## src/rtl/fetch_queue_if.sv

```systemverilog
// rtl/fetch_queue_if.sv - handshake bundle between the prefetch queue, instruction memory and decode
// Signals:
//   redirect_i / redirect_pc_i                      flush request and new fetch target
//   imem_req_o / imem_addr_o / imem_gnt_i           fetch request channel
//   imem_rvalid_i / imem_rdata_i                    in-order fetch response channel
//   out_valid_o / out_pc_o / out_instr_o / out_ready_i   {pc, instr} stream to decode
//   count_o / proto_err_o                           occupancy and sticky protocol error
// Modports: master = prefetch unit side, slave = environment side.
interface fetch_queue_if #(
    parameter int PC_W    = 8,
    parameter int INSTR_W = 32,
    parameter int DEPTH   = 4
);
    logic                     redirect_i;
    logic [PC_W-1:0]          redirect_pc_i;
    logic                     imem_req_o;
    logic [PC_W-1:0]          imem_addr_o;
    logic                     imem_gnt_i;
    logic                     imem_rvalid_i;
    logic [INSTR_W-1:0]       imem_rdata_i;
    logic                     out_valid_o;
    logic [PC_W-1:0]          out_pc_o;
    logic [INSTR_W-1:0]       out_instr_o;
    logic                     out_ready_i;
    logic [$clog2(DEPTH):0]   count_o;
    logic                     proto_err_o;

    modport master (
        input  redirect_i, redirect_pc_i, imem_gnt_i, imem_rvalid_i, imem_rdata_i, out_ready_i,
        output imem_req_o, imem_addr_o, out_valid_o, out_pc_o, out_instr_o, count_o, proto_err_o
    );

    modport slave (
        output redirect_i, redirect_pc_i, imem_gnt_i, imem_rvalid_i, imem_rdata_i, out_ready_i,
        input  imem_req_o, imem_addr_o, out_valid_o, out_pc_o, out_instr_o, count_o, proto_err_o
    );
endinterface

```

## src/rtl/fetch_queue.sv

```systemverilog
// rtl/fetch_queue.sv - instruction prefetch queue with redirect flush and late-response discard
// Ports:
//   clk_i   clock
//   rst_ni  asynchronous active-low reset
//   bus     fetch_queue_if.master: redirect, imem request/response, decode stream, status
module fetch_queue #(
    parameter int PC_W    = 8,
    parameter int INSTR_W = 32,
    parameter int DEPTH   = 4,
    parameter int MAX_OUT = 2
) (
    input  logic          clk_i,
    input  logic          rst_ni,
    fetch_queue_if.master bus
);
    localparam int PTR_W = $clog2(DEPTH);
    localparam int CNT_W = PTR_W + 1;
    localparam int OUT_W = $clog2(MAX_OUT) + 1;

    logic [PC_W-1:0]    fetch_pc;
    logic [PC_W-1:0]    resp_pc;
    logic [OUT_W-1:0]   outstanding;
    logic [OUT_W-1:0]   discard;
    logic [CNT_W-1:0]   count;
    logic [PTR_W-1:0]   wr_ptr;
    logic [PTR_W-1:0]   rd_ptr;
    logic               proto_err;
    logic [PC_W-1:0]    pc_mem    [DEPTH];
    logic [INSTR_W-1:0] instr_mem [DEPTH];

    logic               req;
    logic               grant;
    logic               resp;
    logic               stray;
    logic               push;
    logic               pop;
    logic               head_valid;
    logic [CNT_W:0]     credit_used;

    // Every in-flight request reserves a FIFO slot, so a returning response
    // always has room and no overflow handling is needed.
    always_comb begin
        credit_used = {1'b0, count} + (CNT_W + 1)'(outstanding);
        head_valid  = (count != '0);
        req   = rst_ni & ~bus.redirect_i
              & (outstanding < OUT_W'(MAX_OUT))
              & (credit_used < (CNT_W + 1)'(DEPTH));
        grant = req & bus.imem_gnt_i;
        resp  = bus.imem_rvalid_i & (outstanding != '0);
        stray = bus.imem_rvalid_i & (outstanding == '0);
        push  = resp & (discard == '0) & ~bus.redirect_i;
        pop   = head_valid & bus.out_ready_i & ~bus.redirect_i;
    end

    always_ff @(posedge clk_i or negedge rst_ni) begin
        if (!rst_ni) begin
            fetch_pc    <= '0;
            resp_pc     <= '0;
            outstanding <= '0;
            discard     <= '0;
            count       <= '0;
            wr_ptr      <= '0;
            rd_ptr      <= '0;
            proto_err   <= 1'b0;
        end else begin
            // A redirect never coincides with a grant because req is masked.
            case ({grant, resp})
                2'b10:   outstanding <= outstanding + OUT_W'(1);
                2'b01:   outstanding <= outstanding - OUT_W'(1);
                default: outstanding <= outstanding;
            endcase

            if (bus.redirect_i) begin
                // Everything still in flight belongs to the old path; the
                // response retiring this very cycle is already accounted for.
                fetch_pc <= bus.redirect_pc_i;
                resp_pc  <= bus.redirect_pc_i;
                discard  <= outstanding - OUT_W'(resp);
                count    <= '0;
                wr_ptr   <= '0;
                rd_ptr   <= '0;
            end else begin
                if (grant) begin
                    fetch_pc <= fetch_pc + PC_W'(1);
                end
                if (resp && (discard != '0)) begin
                    discard <= discard - OUT_W'(1);
                end
                if (push) begin
                    resp_pc <= resp_pc + PC_W'(1);
                    wr_ptr  <= wr_ptr + PTR_W'(1);
                end
                if (pop) begin
                    rd_ptr <= rd_ptr + PTR_W'(1);
                end
                case ({push, pop})
                    2'b10:   count <= count + CNT_W'(1);
                    2'b01:   count <= count - CNT_W'(1);
                    default: count <= count;
                endcase
            end

            if (stray) begin
                proto_err <= 1'b1;
            end
        end
    end

    // Storage needs no reset: entries are only visible once count covers them.
    always_ff @(posedge clk_i) begin
        if (push) begin
            pc_mem[wr_ptr]    <= resp_pc;
            instr_mem[wr_ptr] <= bus.imem_rdata_i;
        end
    end

    // Head outputs are forced to zero when empty so they read 0 during reset.
    assign bus.imem_req_o  = req;
    assign bus.imem_addr_o = fetch_pc;
    assign bus.out_valid_o = head_valid;
    assign bus.out_pc_o    = head_valid ? pc_mem[rd_ptr] : '0;
    assign bus.out_instr_o = head_valid ? instr_mem[rd_ptr] : '0;
    assign bus.count_o     = count;
    assign bus.proto_err_o = proto_err;
endmodule

```

## src/flat_wrapper.sv

```systemverilog
// flat-port wrapper written by rule: the top's interface ports become plain ports
module fetch_queue_flat 
#(
    parameter int PC_W    = 8,
    parameter int INSTR_W = 32,
    parameter int DEPTH   = 4,
    parameter int MAX_OUT = 2
)
  (clk_i, rst_ni, bus_redirect_i, bus_redirect_pc_i, bus_imem_gnt_i, bus_imem_rvalid_i, bus_imem_rdata_i, bus_out_ready_i, bus_imem_req_o, bus_imem_addr_o, bus_out_valid_o, bus_out_pc_o, bus_out_instr_o, bus_count_o, bus_proto_err_o);
  fetch_queue_if #(.PC_W(PC_W), .INSTR_W(INSTR_W), .DEPTH(DEPTH)) bus_i ();
  input  logic clk_i;
  input  logic rst_ni;
  input wire logic [$bits(bus_i.redirect_i)-1:0] bus_redirect_i;
  input wire logic [$bits(bus_i.redirect_pc_i)-1:0] bus_redirect_pc_i;
  input wire logic [$bits(bus_i.imem_gnt_i)-1:0] bus_imem_gnt_i;
  input wire logic [$bits(bus_i.imem_rvalid_i)-1:0] bus_imem_rvalid_i;
  input wire logic [$bits(bus_i.imem_rdata_i)-1:0] bus_imem_rdata_i;
  input wire logic [$bits(bus_i.out_ready_i)-1:0] bus_out_ready_i;
  output wire logic [$bits(bus_i.imem_req_o)-1:0] bus_imem_req_o;
  output wire logic [$bits(bus_i.imem_addr_o)-1:0] bus_imem_addr_o;
  output wire logic [$bits(bus_i.out_valid_o)-1:0] bus_out_valid_o;
  output wire logic [$bits(bus_i.out_pc_o)-1:0] bus_out_pc_o;
  output wire logic [$bits(bus_i.out_instr_o)-1:0] bus_out_instr_o;
  output wire logic [$bits(bus_i.count_o)-1:0] bus_count_o;
  output wire logic [$bits(bus_i.proto_err_o)-1:0] bus_proto_err_o;
  assign bus_i.redirect_i = bus_redirect_i;
  assign bus_i.redirect_pc_i = bus_redirect_pc_i;
  assign bus_i.imem_gnt_i = bus_imem_gnt_i;
  assign bus_i.imem_rvalid_i = bus_imem_rvalid_i;
  assign bus_i.imem_rdata_i = bus_imem_rdata_i;
  assign bus_i.out_ready_i = bus_out_ready_i;
  assign bus_imem_req_o = bus_i.imem_req_o;
  assign bus_imem_addr_o = bus_i.imem_addr_o;
  assign bus_out_valid_o = bus_i.out_valid_o;
  assign bus_out_pc_o = bus_i.out_pc_o;
  assign bus_out_instr_o = bus_i.out_instr_o;
  assign bus_count_o = bus_i.count_o;
  assign bus_proto_err_o = bus_i.proto_err_o;
  fetch_queue #(.PC_W(PC_W), .INSTR_W(INSTR_W), .DEPTH(DEPTH), .MAX_OUT(MAX_OUT)) u_core (.clk_i(clk_i), .rst_ni(rst_ni), .bus(bus_i));
endmodule
```

## config.mk

```make
export PLATFORM = sky130hd
export DESIGN_NAME = fetch_queue_flat
export DESIGN_NICKNAME = d
export VERILOG_FILES = /design/src/rtl/fetch_queue_if.sv /design/src/rtl/fetch_queue.sv /design/src/flat_wrapper.sv
export SDC_FILE = /design/constraint.sdc
export NUM_CORES = 1
export LEC_CHECK = 0
export BUFFER_PORTS_ARGS = -buffer_cell sky130_fd_sc_hd__buf_2
export CORE_ASPECT_RATIO = 0.7
export CORE_MARGIN = 2
export CORE_UTILIZATION = 57
export DETAILED_ROUTE_END_ITERATION = 7
export GPL_TIMING_DRIVEN = 1
export PLACE_DENSITY = 0.79
export SLEW_MARGIN = 20
export SYNTH_ARGS = -nofsm -noshare
export SYNTH_HDL_FRONTEND = slang
export SYNTH_SLANG_ARGS = --single-unit
```

## constraint.sdc

```tcl
create_clock -name clk_i -period 3 [get_ports clk_i]
set_input_delay 0 -clock clk_i [delete_from_list [all_inputs] [get_ports clk_i]]
set_output_delay 0 -clock clk_i [all_outputs]
set_load 0.05 [all_outputs]
```

==> flow_results.org <==
** Worst setup path
- Required time at the worst-slack endpoint :: 3.34 ns
- Startpoint kind of the worst setup timing path :: flop
- Worst setup path category :: flop to flop
- Crit path max fanout :: 16
- Crit path capture type :: flop
- Worst Setup SP :: u_core.outstanding[1]$_DFFE_PN0P_
- Setup slack on the worst reg-to-reg path comes out at 0.46 ns.
- In this run the critical register-to-register path is launched from u_core.outstanding[1]$_DFFE_PN0P_.
- Data arrival time of the critical path :: 2.88 ns

** Yosys
- Main synth FF type :: edfxtp_1
- Post-Synth Simple-Gate Area :: 0.07207
- The synthesized design contains 188 register bits.
- Synth Area in XOR/XNOR :: 0.01830
- During synthesis, Yosys emitted a total of 0 warnings.
- Yosys mapped a number of flops with a built-in enable equal to 160.
- In the synthesized netlist, the number of instances is 419.
- Synth cell types :: 41
- Post-Synthesis Cell Area :: 0.007656 mm^2
- Post-Synth Adder-Cell Area :: 0.01896
- Counting every net in the synthesized netlist gives 476.
- For this run, the register share of the synthesized area comes to 0.7191.
- Dividing the synthesized area by the synthesized cell count gives 18.27 um^2.
- Multiplexer area fraction after synthesis :: 0.1285
- Of all flip-flops after synthesis, the portion carrying an async set or reset was 0.1489.
- By area, the combinational part of the netlist is dominated by multiplexers.
- The synthesized-area fraction occupied by ao, oa, aoi and oai cells was 0.02549.

** Die
- Die Area :: 0.01439 mm^2
- Count of pins on the block boundary :: 100
- The total area inside the core boundary comes to 0.01314 mm^2.
- In this run the vertical extent of the chip is 101.0 um.
- The floorplan has 35 rows.
- Die width :: 142.5 um
- For this configuration, the core starts out at a cell density of 0.5828.

** Job
- Max-cap violations in this run came to 0.

** Finish
- Area growth from synthesis to final layout :: 22.99%
- Of the cells placed in the final design, the portion with a size suffix greater than 1 is 0.3270.
- For this run, the post-layout net count is 623.
- Final Util :: 0.7168
- The repair_antennas step left the layout with diodes totalling 0.

** Placement
- Input and output buffers added on the ports amount to 99.
- HPWL after detailed placement :: 8.324 mm
- Routability-driven placement finished with a final weighted congestion of 0.8072.

** Global route
- Global-route wire length before repair :: 22.30 mm
- The via count of the first global-routing pass was 4356.
- The number of antenna violations at the first check in global routing is 0.
- GRT Util Overall :: 0.2102
- After global routing the overflow that remains totals 0.
- Entering global routing, the biggest net connects 43 pins.

** Clock network
- Post-CTS sizing :: 0
- TritonCTS Sinks :: 188
- TritonCTS built the clock tree.
- Clock latency on the worst-skew pair, taken at its later pin, is 0.41 ns.
- Counting along the longest clock path gives a buffer depth of 2.
- Cell at the root of the clock tree :: clkbuf_16
- The number of clock buffers added by TritonCTS is 17.
- Post-CTS setup-driven buffer insertion count :: 0
- CTS H-Tree Depth :: 4
- Clk pin slew, worst setup/hold paths :: 0.07 ns

** Route
- For this block, the routed nets add up to 14.23 mm of wire.
- Drt pass-1 iters :: 7
- Vias :: 4173
- Dividing the detail-routed via count by the number of cells gives 5.609.
- Per-cell routed wire length :: 19.13 um
- After detailed routing, the number of remaining DRC violations is 0.
- Once detail routing completed, the nets flagged for antenna violations numbered 0.
- Initial detailed-routing violation count :: 234

** Worst hold path
- The startpoint identified for the worst hold timing path is bus_redirect_i.
- The worst hold path belongs to the class input port to flop.

** STA
- The count of final max-slew check failures was 0.
- Counting I/O delays and the setup requirement, the final critical path takes 2.539 ns.
- In the finished design, the share of the clock period the worst path needs comes to 0.8464.
- Measured slew at the worst slew-check pin :: 0.6429 ns
- Final-report setup violation count :: 0
- Summed over all failing endpoints, the final setup total negative slack is 0 ns.
- Max frequency :: 393.8 MHz
- The count of final hold-check violations is 0.
- Post-Route Skew :: 0.007224 ns
- Setup repair after global routing left no endpoint under its margin.
- Worst max-slew margin expressed relative to the limit :: 0.5677
- Across all hold checks on the routed design, the worst slack comes to 0.02480 ns.

** Outcome
- The flow ran to the end, and the final reports show no timing, DRC or antenna violations.

** Power and ir drop
- For this design the static power due to leakage is 0.003473 uW.
- The worst-case IR drop observed on VDD is 787.5 uV.
- Dividing total power by cell area gives a power density of 907.3 mW/mm^2.
## metrics by stage
stage,worst slack [ns],cell area (um^2),total power [uW],instances
floorplan,0.2254,7656,5616,419
global placement,0.5428,8388,6281,670
detailed placement,0.4762,8388,6347,670
CTS,0.4524,9417,8640,744
global route,0.3708,9417,8911,744
finish,0.4609,9417,8544,744
## where the power goes
part	internal, uW	switching, uW	total, uW
Combinational	1010	2120	3130
Sequential	3010	164	3170
Clock	1260	978	2240
Total	5280	3270	8540
## cells by family after synthesis
| logic type | count (synthesis) |
|---|---|
| AO/OA/AOI/OAI | 28 |
| XOR/XNOR | 16 |
| adder cells (fa/ha/maj) | 11 |
| buffers and inverters | 31 |
| flip-flops | 188 |
| multiplexers | 48 |
| AND/OR/NAND/NOR | 97 |
## critical path, cell delays in order, from the launching register on
cell and delay [ns]:
dfrtp_1 0.47, ha_1 0.23, or4b_4 0.49, or4b_4 0.63
ha_1 0.35, nor2_1 0.14, xor2_1 0.16
## worst paths after layout
path                                                           end  cells after the start
worst max register to register   u_core.outstanding[1]$_DFFE_PN0P_                      6
min in group asynchronous            u_core.resp_pc[0]$_DFFE_PN0P_                      3
worst min-delay path                  u_core.rd_ptr[1]$_DFFE_PN0P_                      2
worst min register to register  u_core.bus.proto_err_o$_DFFE_PN0P_                      1
worst max-delay path             u_core.outstanding[1]$_DFFE_PN0P_                      6
max in group asynchronous             u_core.rd_ptr[0]$_DFFE_PN0P_                      3
## final cells by class
cell class,count,area [um^2]
Clock inverter,14,172.7
Timing Repair Buffer,150,1049
Clock buffer,17,425.4
Sequential cell,188,5508
Fill cell,845,3721
Inverter,9,33.78
Tap cell,166,207.7
Multi-Input combinational cell,200,2021
## cell usage after synthesis (5+ instances only)
| cell type | instances | share of area |
|---|---|---|
| and2_1 | 41 | 0.034 |
| and3_1 | 10 | 0.0082 |
| buf_1 | 8 | 0.0039 |
| clkbuf_1 | 11 | 0.0054 |
| dfrtp_1 | 28 | 0.092 |
| edfxtp_1 | 160 | 0.63 |
| ha_1 | 10 | 0.016 |
| inv_1 | 8 | 0.0039 |
| mux2i_1 | 6 | 0.0078 |
| mux4_2 | 40 | 0.12 |
| nand2_1 | 12 | 0.0059 |
| nand3_1 | 5 | 0.0033 |
| nor2_1 | 11 | 0.0054 |
| nor3_1 | 8 | 0.0052 |
| o21ai_0 | 7 | 0.0046 |
| xnor2_1 | 8 | 0.0092 |
| xor2_1 | 8 | 0.0092 |
## layer usage
metal	vias up	GRT usage	wire, um
met2	120	0.3502	7090
li1	1922	-	-
met3	16	0.04751	568
met1	2115	0.2804	6361
met5	-	0	0
met4	0	0.07007	214
## layout by cell type (no fill, tap or decap), types with 7 or more instances in the layout
cell,count
edfxtp_1,160
buf_2,99
dlygate4sd3_1,43
and2_1,41
mux4_2,40
dfrtp_1,26
clkbuf_16,17
nand2_1,12
nor2_1,11
ha_1,10
nor3_1,8
inv_1,8
xnor2_1,8
xor2_1,8
o21ai_0,7
## state kept, by name, summed over array words and instances (netlist names)
name                    flops
u_core.bus.proto_err_o      1
u_core.pc_mem              32
u_core.discard              2
u_core.outstanding          2
u_core.rd_ptr               2
u_core.resp_pc              8
u_core.instr_mem          128
u_core.bus.imem_addr_o      8
u_core.bus.count_o          3
u_core.wr_ptr               2
## what timing repair did
item                                    in CTS  in global routing
hold buffers                                43                  0
endpoints found under the setup margin       0                  0
endpoints found under the hold margin      173                  0
Power figures use the tool's default switching activity.
